==> config.mk <==
export PLATFORM = sky130hd
export DESIGN_NAME = key_scan
export DESIGN_NICKNAME = d
export VERILOG_FILES = /design/src/rtl/key_scan.sv
export SDC_FILE = /design/constraint.sdc
export NUM_CORES = 1
export LEC_CHECK = 0
export BUFFER_PORTS_ARGS = -buffer_cell sky130_fd_sc_hd__buf_2
export CAP_MARGIN = 20
export CORE_ASPECT_RATIO = 0.8
export CORE_MARGIN = 2
export CORE_UTILIZATION = 25
export DETAILED_ROUTE_END_ITERATION = 7
export GPL_TIMING_DRIVEN = 0
export SLEW_MARGIN = 15
export SYNTH_ARGS = -nofsm -noshare
export SYNTH_HDL_FRONTEND = slang
export SYNTH_SLANG_ARGS = --single-unit
==> constraint.sdc <==
create_clock -name I_clk -period 11.74 [get_ports I_clk]
set_clock_uncertainty 0.05 [all_clocks]
set_input_delay 2.348 -clock I_clk [delete_from_list [all_inputs] [get_ports I_clk]]
set_output_delay 2.348 -clock I_clk [all_outputs]
set_load 0.02 [all_outputs]
==> src/rtl/key_scan.sv <==
// Scans a 4x4 active-low keypad and emits debounced key codes; `define KEY_REPEAT_EN adds auto-repeat pulses while a key is held.
// Latency: O_valid rises within (DEBOUNCE_SCANS+1) full scans + 3 cycles of a stable press.
// Backpressure: none; O_valid is a one-cycle strobe and O_pressed a level the core samples at will.
module key_scan #(
    parameter int SCAN_DIV       = 1000,
    parameter int DEBOUNCE_SCANS = 4,
    parameter int REPEAT_SCANS   = 64
) (
    input  logic       I_clk,
    input  logic       I_rst_n,
    input  logic [3:0] I_col,
    output logic [3:0] O_row,
    output logic [3:0] O_key,
    output logic       O_valid,
    output logic       O_pressed
);

    localparam int CW = $clog2(SCAN_DIV);
    localparam int DW = $clog2(DEBOUNCE_SCANS + 1);

    typedef enum logic [1:0] {IDLE, DEBOUNCE, HELD} state_t;
    typedef enum logic [1:0] {CLS_NONE, CLS_ONE, CLS_MULTI} cls_t;

    logic [CW-1:0] cnt_q, cnt_d;
    logic [1:0]    row_idx_q, row_idx_d;
    logic [3:0]    row_q, row_d;
    logic [3:0]    col_s1_q, col_s1_d, col_s2_q, col_s2_d;
    logic [15:0]   snap_q, snap_d;
    logic          scan_done_q, scan_done_d;
    cls_t          prev_cls_q, prev_cls_d;
    logic [3:0]    prev_code_q, prev_code_d;
    logic [DW-1:0] deb_q, deb_d;
    state_t        state_q, state_d;
    logic [3:0]    cand_q, cand_d;
    logic [3:0]    key_q, key_d;
    logic          valid_q, valid_d;
    logic          pressed_q, pressed_d;
`ifdef KEY_REPEAT_EN
    localparam int RW = $clog2(REPEAT_SCANS + 1);
    logic [RW-1:0] rep_q, rep_d;
`endif

    logic       slot_end;
    logic [4:0] nkeys;
    logic [3:0] code_c;
    cls_t       cls_c;
    logic       same_c;
    logic       deb_sat;

    assign slot_end = (cnt_q == CW'(SCAN_DIV - 1));

    // Slot timing, row drive, column synchronizer and per-row snapshot.
    always_comb begin
        col_s1_d    = I_col;
        col_s2_d    = col_s1_q;
        cnt_d       = slot_end ? '0 : cnt_q + 1'b1;
        row_idx_d   = slot_end ? row_idx_q + 2'd1 : row_idx_q;
        scan_done_d = slot_end && (row_idx_q == 2'd3);
        snap_d      = snap_q;
        case (row_idx_d)
            2'd0:    row_d = 4'b0111;
            2'd1:    row_d = 4'b1011;
            2'd2:    row_d = 4'b1101;
            default: row_d = 4'b1110;
        endcase
        if (slot_end) begin
            for (int c = 0; c < 4; c++) begin
                snap_d[{row_idx_q, 2'(c)}] = ~col_s2_q[3 - c];
            end
        end
    end

    always_comb begin
        nkeys  = '0;
        code_c = '0;
        for (int k = 0; k < 16; k++) begin
            nkeys = nkeys + {4'd0, snap_q[k]};
            if (snap_q[k]) code_c = 4'(k);
        end
        if (nkeys == 5'd0)      cls_c = CLS_NONE;
        else if (nkeys == 5'd1) cls_c = CLS_ONE;
        else                    cls_c = CLS_MULTI;
    end

    // Two ONE scans only match when they saw the same key.
    always_comb begin
        same_c      = (cls_c == prev_cls_q) && ((cls_c != CLS_ONE) || (code_c == prev_code_q));
        prev_cls_d  = prev_cls_q;
        prev_code_d = prev_code_q;
        deb_d       = deb_q;
        if (scan_done_q) begin
            prev_cls_d  = cls_c;
            prev_code_d = code_c;
            if (!same_c)                              deb_d = DW'(1);
            else if (deb_q != DW'(DEBOUNCE_SCANS))    deb_d = deb_q + 1'b1;
        end
        deb_sat = (deb_d == DW'(DEBOUNCE_SCANS));
    end

    always_comb begin
        state_d   = state_q;
        cand_d    = cand_q;
        key_d     = key_q;
        valid_d   = 1'b0;
        pressed_d = pressed_q;
`ifdef KEY_REPEAT_EN
        rep_d     = rep_q;
`endif
        case (state_q)
            IDLE: begin
                if (scan_done_q && cls_c == CLS_ONE) begin
                    cand_d = code_c;
                    if (deb_sat) begin
                        state_d   = HELD;
                        key_d     = code_c;
                        valid_d   = 1'b1;
                        pressed_d = 1'b1;
`ifdef KEY_REPEAT_EN
                        rep_d     = '0;
`endif
                    end else begin
                        state_d = DEBOUNCE;
                    end
                end
            end
            DEBOUNCE: begin
                if (scan_done_q) begin
                    if (cls_c == CLS_ONE && code_c == cand_q) begin
                        if (deb_sat) begin
                            state_d   = HELD;
                            key_d     = cand_q;
                            valid_d   = 1'b1;
                            pressed_d = 1'b1;
`ifdef KEY_REPEAT_EN
                            rep_d     = '0;
`endif
                        end
                    end else begin
                        state_d = IDLE;
                    end
                end
            end
            HELD: begin
                // Any other key or a multi-key chord still counts as holding the accepted key.
                if (scan_done_q) begin
                    if (cls_c == CLS_NONE) begin
                        if (deb_sat) begin
                            state_d   = IDLE;
                            pressed_d = 1'b0;
                        end
`ifdef KEY_REPEAT_EN
                    end else if (rep_q == RW'(REPEAT_SCANS - 1)) begin
                        rep_d   = '0;
                        valid_d = 1'b1;
                    end else begin
                        rep_d = rep_q + 1'b1;
`endif
                    end
                end
            end
            default: state_d = IDLE;
        endcase
    end

    always_ff @(posedge I_clk or negedge I_rst_n) begin
        if (!I_rst_n) begin
            cnt_q       <= '0;
            row_idx_q   <= 2'd0;
            row_q       <= 4'b0111;
            col_s1_q    <= 4'hF;
            col_s2_q    <= 4'hF;
            snap_q      <= '0;
            scan_done_q <= 1'b0;
            prev_cls_q  <= CLS_NONE;
            prev_code_q <= '0;
            deb_q       <= '0;
            state_q     <= IDLE;
            cand_q      <= '0;
            key_q       <= '0;
            valid_q     <= 1'b0;
            pressed_q   <= 1'b0;
`ifdef KEY_REPEAT_EN
            rep_q       <= '0;
`endif
        end else begin
            cnt_q       <= cnt_d;
            row_idx_q   <= row_idx_d;
            row_q       <= row_d;
            col_s1_q    <= col_s1_d;
            col_s2_q    <= col_s2_d;
            snap_q      <= snap_d;
            scan_done_q <= scan_done_d;
            prev_cls_q  <= prev_cls_d;
            prev_code_q <= prev_code_d;
            deb_q       <= deb_d;
            state_q     <= state_d;
            cand_q      <= cand_d;
            key_q       <= key_d;
            valid_q     <= valid_d;
            pressed_q   <= pressed_d;
`ifdef KEY_REPEAT_EN
            rep_q       <= rep_d;
`endif
        end
    end

    assign O_row     = row_q;
    assign O_key     = key_q;
    assign O_valid   = valid_q;
    assign O_pressed = pressed_q;

endmodule
---- Word-level counts from Yosys, hierarchy flattened ----
Index checks and enable logic that the tools add are counted.
cells by class
  add/sub/neg operators ................... 18
  $lt $le $gt $ge ......................... 8
  eq/ne operators ......................... 23
  multiplexer cells ....................... 63
  bitwise gates (word level) .............. 4
  reductions and logical operators ........ 19
operators with widths
  operator               count
  $mux 4                 19
  $bwmux 16              4
  $add 5x1->5            11
  $mux 2                 11
  $lt 4x5->1 const B     4
  $ge 4x1->1 const B     4
  $mux 1                 16
  $ne 2x2->1 const B     8
  $pmux 4 s3             1
  $reduce_and 6->1       2
  $add 10x1->10 const B  1
  $eq 10x10->1 const B   1
  $mux 10                1
  $mux 3                 3
  $demux 1 s2            4
  $eq 4x4->1             2
  $logic_and 1x1->1      8
  $pmux 4 s2             1
  $reduce_and 7->1       1
  $eq 2x1->1 const B     3
  $eq 2x2->1 const B     3
  $logic_not 2->1        3
  $ne 3x3->1 const B     2
  $pmux 2 s3             1
  18 further kinds       21
word-level totals
  bits in registers ....................... 62
  input bits .............................. 6
  output and inout port bits .............. 10
  logic and storage cells ................. 150

---- Logic depth before layout (Yosys ltp) ----
  word-level depth ........................ 28
  gate-level depth with buffers ........... 17
  depth with buffers taken out ............ 17

---- Least setup slack after synthesis ----
No wires, ideal clock.
  path type ............................... reg-to-reg
  start ................................... register snap_q[11]
  end ..................................... register key_q[0] (netlist: O_key[0])
  setup time .............................. 0.125 ns
  data arrival time ....................... 5.087 ns
  required time ........................... 11.565 ns
  slack ................................... 6.478 ns
  stages on the path, launching flop included .. 17
  buffers on the path ..................... 0
  period minus slack after synthesis ...... 5.262 ns
  cells stage by stage .................... dfrtp_1 -> fa_1 -> inv_1 -> fa_1 -> inv_1 -> fa_1 -> inv_1 -> fa_1 -> inv_1 -> ha_1 -> fa_1 -> or3_1 -> or3b_2 -> nor3_1 -> o211ai_1 -> a2111oi_4 -> mux2_2
between the ends
  cells in the longest elaborated chain, start to end .. 16
  elaborated cells on any way between the ends .. 34
  those cells by class .................... 5 x add/sub; 11 x eq/ne; 12 x mux; 6 x reduce/logical
RTL lines
  element                     line  source
  from (decl)                 28    logic [15:0] snap_q, snap_d;
  from (signal assigned)      191   snap_q <= snap_d;
  $add 5x1->5 (5 in a row)    77    nkeys = nkeys + {4'd0, snap_q[k]};
  $eq 5x1->1                  81    else if (nkeys == 5'd1) cls_c = CLS_ONE;
  $mux 2                      81
  $mux 2                      80    if (nkeys == 5'd0) cls_c = CLS_NONE;
  $ne 2x1->1                  87    same_c = (cls_c == prev_cls_q) && ((cls_c != CLS_ONE) || (code_c == prev_code_q));
  $logic_or 1x1->1            87
  $logic_and 1x1->1           87
  $mux 3                      94    if (!same_c) deb_d = DW'(1);
  $mux 3                      91    if (scan_done_q) begin
  $eq 3x3->1                  97    deb_sat = (deb_d == DW'(DEBOUNCE_SCANS));
  $ne 2x2->1 (no line)        -
  $reduce_and 6->1 (no line)  -
  to (signal assigned)        198   key_q <= key_d;
  to (decl)                   35    logic [3:0] key_q, key_d;
Parallel ways exist; a longest one is shown, timed or not. The select of a mux whose other input is x is not followed.
A chain may end at the register's enable or synchronous reset.

---- Worst setup path after layout ----
  start ................................... register snap_q[5]
  end ..................................... register key_q[3] (netlist: O_key[3])
between the ends
  cells in the longest elaborated chain, start to end .. 22
  elaborated cells on any way between the ends .. 46
  those cells by class .................... 11 x add/sub; 11 x eq/ne; 18 x mux; 6 x reduce/logical
RTL lines
  element                     line
  $add 5x1->5 (11 in a row)   77
  $eq 5x1->1                  81
  $mux 2                      81
  $mux 2                      80
  $ne 2x1->1                  87
  $logic_or 1x1->1            87
  $logic_and 1x1->1           87
  $mux 3                      94
  $mux 3                      91
  $eq 3x3->1                  97
  $ne 2x2->1 (no line)        -
  $reduce_and 6->1 (no line)  -
Parallel ways exist; a longest one is shown, timed or not. The select of a mux whose other input is x is not followed.

==> Flow_metrics.wiki <==
{| class="wikitable"
! Metric !! Value
|-
| Post-layout nets || 386
|-
| Final hold vios || 0
|-
| Maximum buffer depth of the clock tree || 2
|-
| Critical Path Source || snap_q[5]
|-
| Buffers & Inverters on Critical Path || 4
|-
| Slew of the pin with the lowest slew margin || 0.7741 ns
|-
| Critical path data arrival time || 5.94 ns
|-
| Antenna violations before repair || 0
|-
| Overall global routing resource usage || 10.93%
|-
| Number of ports placed on the die boundary || 16
|-
| Setup TNS Final || 0 ns
|-
| Synth area leaders || dfrtp_1 39%, dfstp_2 8.8%, fa_1 6.1%
|-
| Number of synthesized register bits || 62
|-
| Max Slew Vio Count || 0
|-
| Final setup violation count || 0
|-
| CP endpoint kind || flip-flop
|-
| Area of combinational cells with multiple inputs || 0.001579 mm2
|-
| Most repeated library cell on the critical path || fa_1
|-
| Source of the worst register-to-register timing path || snap_q[5]
|-
| Vias per std cell || 4.483
|-
| Post-synthesis cell area || 0.003298 mm2
|-
| WL final || 6781 um
|-
| Post-synth EDFFs || 0
|-
| ANT cells || 0
|-
| Most frequent cells after synthesis || 51 x dfrtp_1, 46 x nor2_1, 32 x a21oi_1
|-
| Register-to-register setup slack || 5.96 ns
|-
| Starting DRT DRC Count || 128
|-
| Clock Root Buffer || clkbuf_16
|-
| Detailed-route via count || 2412
|-
| Warnings from Yosys || 0
|-
| Setup repair after global routing missed its margin || no
|-
| Synth-to-layout area growth || 18.29%
|-
| Clock tree from TritonCTS || built
|-
| Cell type with the largest total area after synthesis || dfrtp_1
|-
| Final-layout fill cell count || 1373
|-
| Crit path max fanout || 5
|-
| Required time at the worst-slack endpoint || 11.90 ns
|-
| Type of the most critical hold path || reg -> reg
|-
| First-pass GRT wire length || 12340 um
|-
| Worst path max stage delay || 0.54 ns
|-
| Min Clock Period, post-route || 5.780 ns
|-
| Residual overflow from global routing || 0
|-
| Floorplan die height || 106.7 um
|-
| Leakage dissipation || 1.743 nW
|-
| Port bufs || 15
|-
| Clk sink count || 62
|-
| Proportion of synthesized chip area in sequential cells || 47.46%
|-
| Initial standard-cell utilization of the core || 25.63%
|-
| Insertion delay to the later sink of the worst-skew pair || 0.33 ns
|-
| Total half-perimeter wirelength after legalization and detailed placement || 4925 um
|-
| Layout cells sized above 1 || 15.15%
|-
| Post-cts repair resize count || 0
|-
| Type of origin of the critical path || flip-flop
|-
| VDD IR max || 0.00007097 V
|-
| Hold_sp || col_s1_q[0]
|-
| Cell type group with the largest total delay on the critical path || adder cells
|-
| Path type of the worst setup path || reg -> reg
|-
| Crit path cell chain || inv_1, fa_1, inv_1, fa_1, fa_1, inv_1, fa_1, inv_1, ha_1, fa_1, or3_1, or3b_2, nor3_1, o211ai_1, a2111oi_4, mux2_2
|-
| Fmax || 173.0 MHz
|-
| Share of synthesized registers carrying an async set or reset || 100.0%
|-
| Largest net degree at the start of global routing || 63
|-
| Mapped Cells || 332
|-
| Hold Path Depth || 0
|-
| Die Wd || 132.4 um
|-
| Cell with the largest stage delay on the worst path || a2111oi_4
|-
| Via count of the first global-routing pass || 2531
|-
| Part of the cycle the worst path needs || 49.23%
|-
| Row Count || 37
|-
| Final weighted congestion in routability-driven placement || 0.8036
|-
| Yosys cell types || 51
|-
| Sequential cell area || 0.001565 mm2
|-
| Core region area || 0.01287 mm2
|-
| Outcome || finished clean
|-
| Net count after synthesis || 360
|-
| Logic depth of the worst path, buffers included || 16
|-
| Dominant synthesized flop cell || dfrtp_1
|-
| Average routed wire per standard cell || 12.60 um
|-
| CTS clock-pin slew for the worst setup and hold paths || 0.06 ns
|-
| Router iterations before antenna repair || 4
|-
| Power per standard cell area || 126.1 mW/mm2
|-
| Portion of synthesized cell area occupied by the leading cell type || 38.69%
|-
| Reg2reg path depth || 16
|-
| Residual DRC || 0
|-
| Most frequent cell after synthesis || dfrtp_1
|-
| Maximum level of the CTS H-tree || 3
|-
| Max cap viols || 0
|-
| Antenna-violating nets left || 0
|-
| Non-Filler Cell Area, Final || 0.003901 mm2
|-
| Number of buffers added to fix hold violations after cts || 0
|-
| DIE AREA || 0.01413 mm2
|-
| Worst relative slew slack || 48.39%
|-
| Num CTS Buffers || 9
|-
| Worst hold margin || 0.3052 ns
|-
| Number of buffers inserted to repair setup after CTS || 0
|-
| Placement Cell Area || 0.003595 mm2
|-
| Avg Cell Area, Syn || 9.934 um2
|}
[state kept, by name, indices dropped and copies added (netlist names), 2 cells and up]
name         count
snap_q          16
state_q          2
row_idx_q        2
col_s1_q         4
prev_cls_q       2
cand_q           4
O_row            4
O_key            4
cnt_q           10
deb_q            3
prev_code_q      4
col_s2_q         4
[cell usage in the layout (no fill, tap or decap), drive strengths merged, types with 10 or more instances in the layout]
| master | count |
|---|---|
| ha | 12 |
| dfstp | 11 |
| a21oi | 32 |
| fa | 10 |
| inv | 33 |
| o21ai | 16 |
| clkbuf | 17 |
| dfrtp | 51 |
| nor2 | 46 |
| nand2 | 21 |
| buf | 16 |
| nand3 | 12 |
[cell families after synthesis]
kind of cell | count (synthesis) | share of synthesized area [%]
buf+inv | 39 | 4.666
xor+xnor | 10 | 2.655
mux | 8 | 2.580
flops | 62 | 47.46
fa+ha+maj | 22 | 10.62
simple gates | 113 | 16.20
compound gates | 78 | 15.82
[layer usage]
layer | vias up | global-route usage, % | wire length, um
li1 | 1189 | - | -
met1 | 1177 | 15.05 | 3477
met2 | 42 | 15.99 | 2942
met3 | 4 | 3.452 | 302
met4 | 0 | 4.301 | 59
met5 | - | 0 | 0
[metrics by stage]
| stage | std cells | utilization, % | total power [mW] | setup slack [ns] |
|---|---|---|---|---|
| 2_1_floorplan | 332 | - | 0.2208 | 6.478 |
| 3_3_place_gp | 522 | 27.91 | 0.2265 | 6.022 |
| 3_5_place_dp | 522 | 27.93 | 0.2267 | 5.984 |
| 4_1_cts | 538 | 30.31 | 0.4990 | 5.964 |
| 5_1_grt | 538 | 30.31 | 0.5100 | 5.737 |
| 6_report | 538 | 30.31 | 0.4921 | 5.960 |
[final timing paths]
check | endpoint
max | O_key[3]
min | col_s2_q[0]
max reg2reg | O_key[3]
min reg2reg | col_s2_q[0]
max in group asynchronous | prev_cls_q[0]
min in group asynchronous | cnt_q[5]
[worst register-to-register path: stages (launching register included)]
cell,delay (ns)
dfrtp_1,0.43
inv_1,0.10
fa_1,0.53
inv_1,0.05
fa_1,0.46
fa_1,0.52
inv_1,0.05
fa_1,0.47
inv_1,0.04
ha_1,0.19
fa_1,0.43
or3_1,0.38
or3b_2,0.52
nor3_1,0.27
o211ai_1,0.27
a2111oi_4,0.54
mux2_2,0.39
[where the power goes]
group          leakage (nW)  switching, mW  total, mW  internal, mW
registers             0.814        0.00130      0.218         0.216
clock network         0.145         0.0985      0.269         0.171
logic                 0.784        0.00415    0.00487      0.000717
[layout make-up]
class | instances | share of cell area, %
inverters | 31 | 2.983
multi-input cells | 231 | 40.47
clock buffers | 10 | 6.126
plain buffers | 8 | 0.9622
repair buffers | 15 | 1.988
flip-flops and latches | 62 | 40.12
clock inverters | 6 | 1.732
well taps | 175 | 5.613
(Power assumes the default switching activity.)
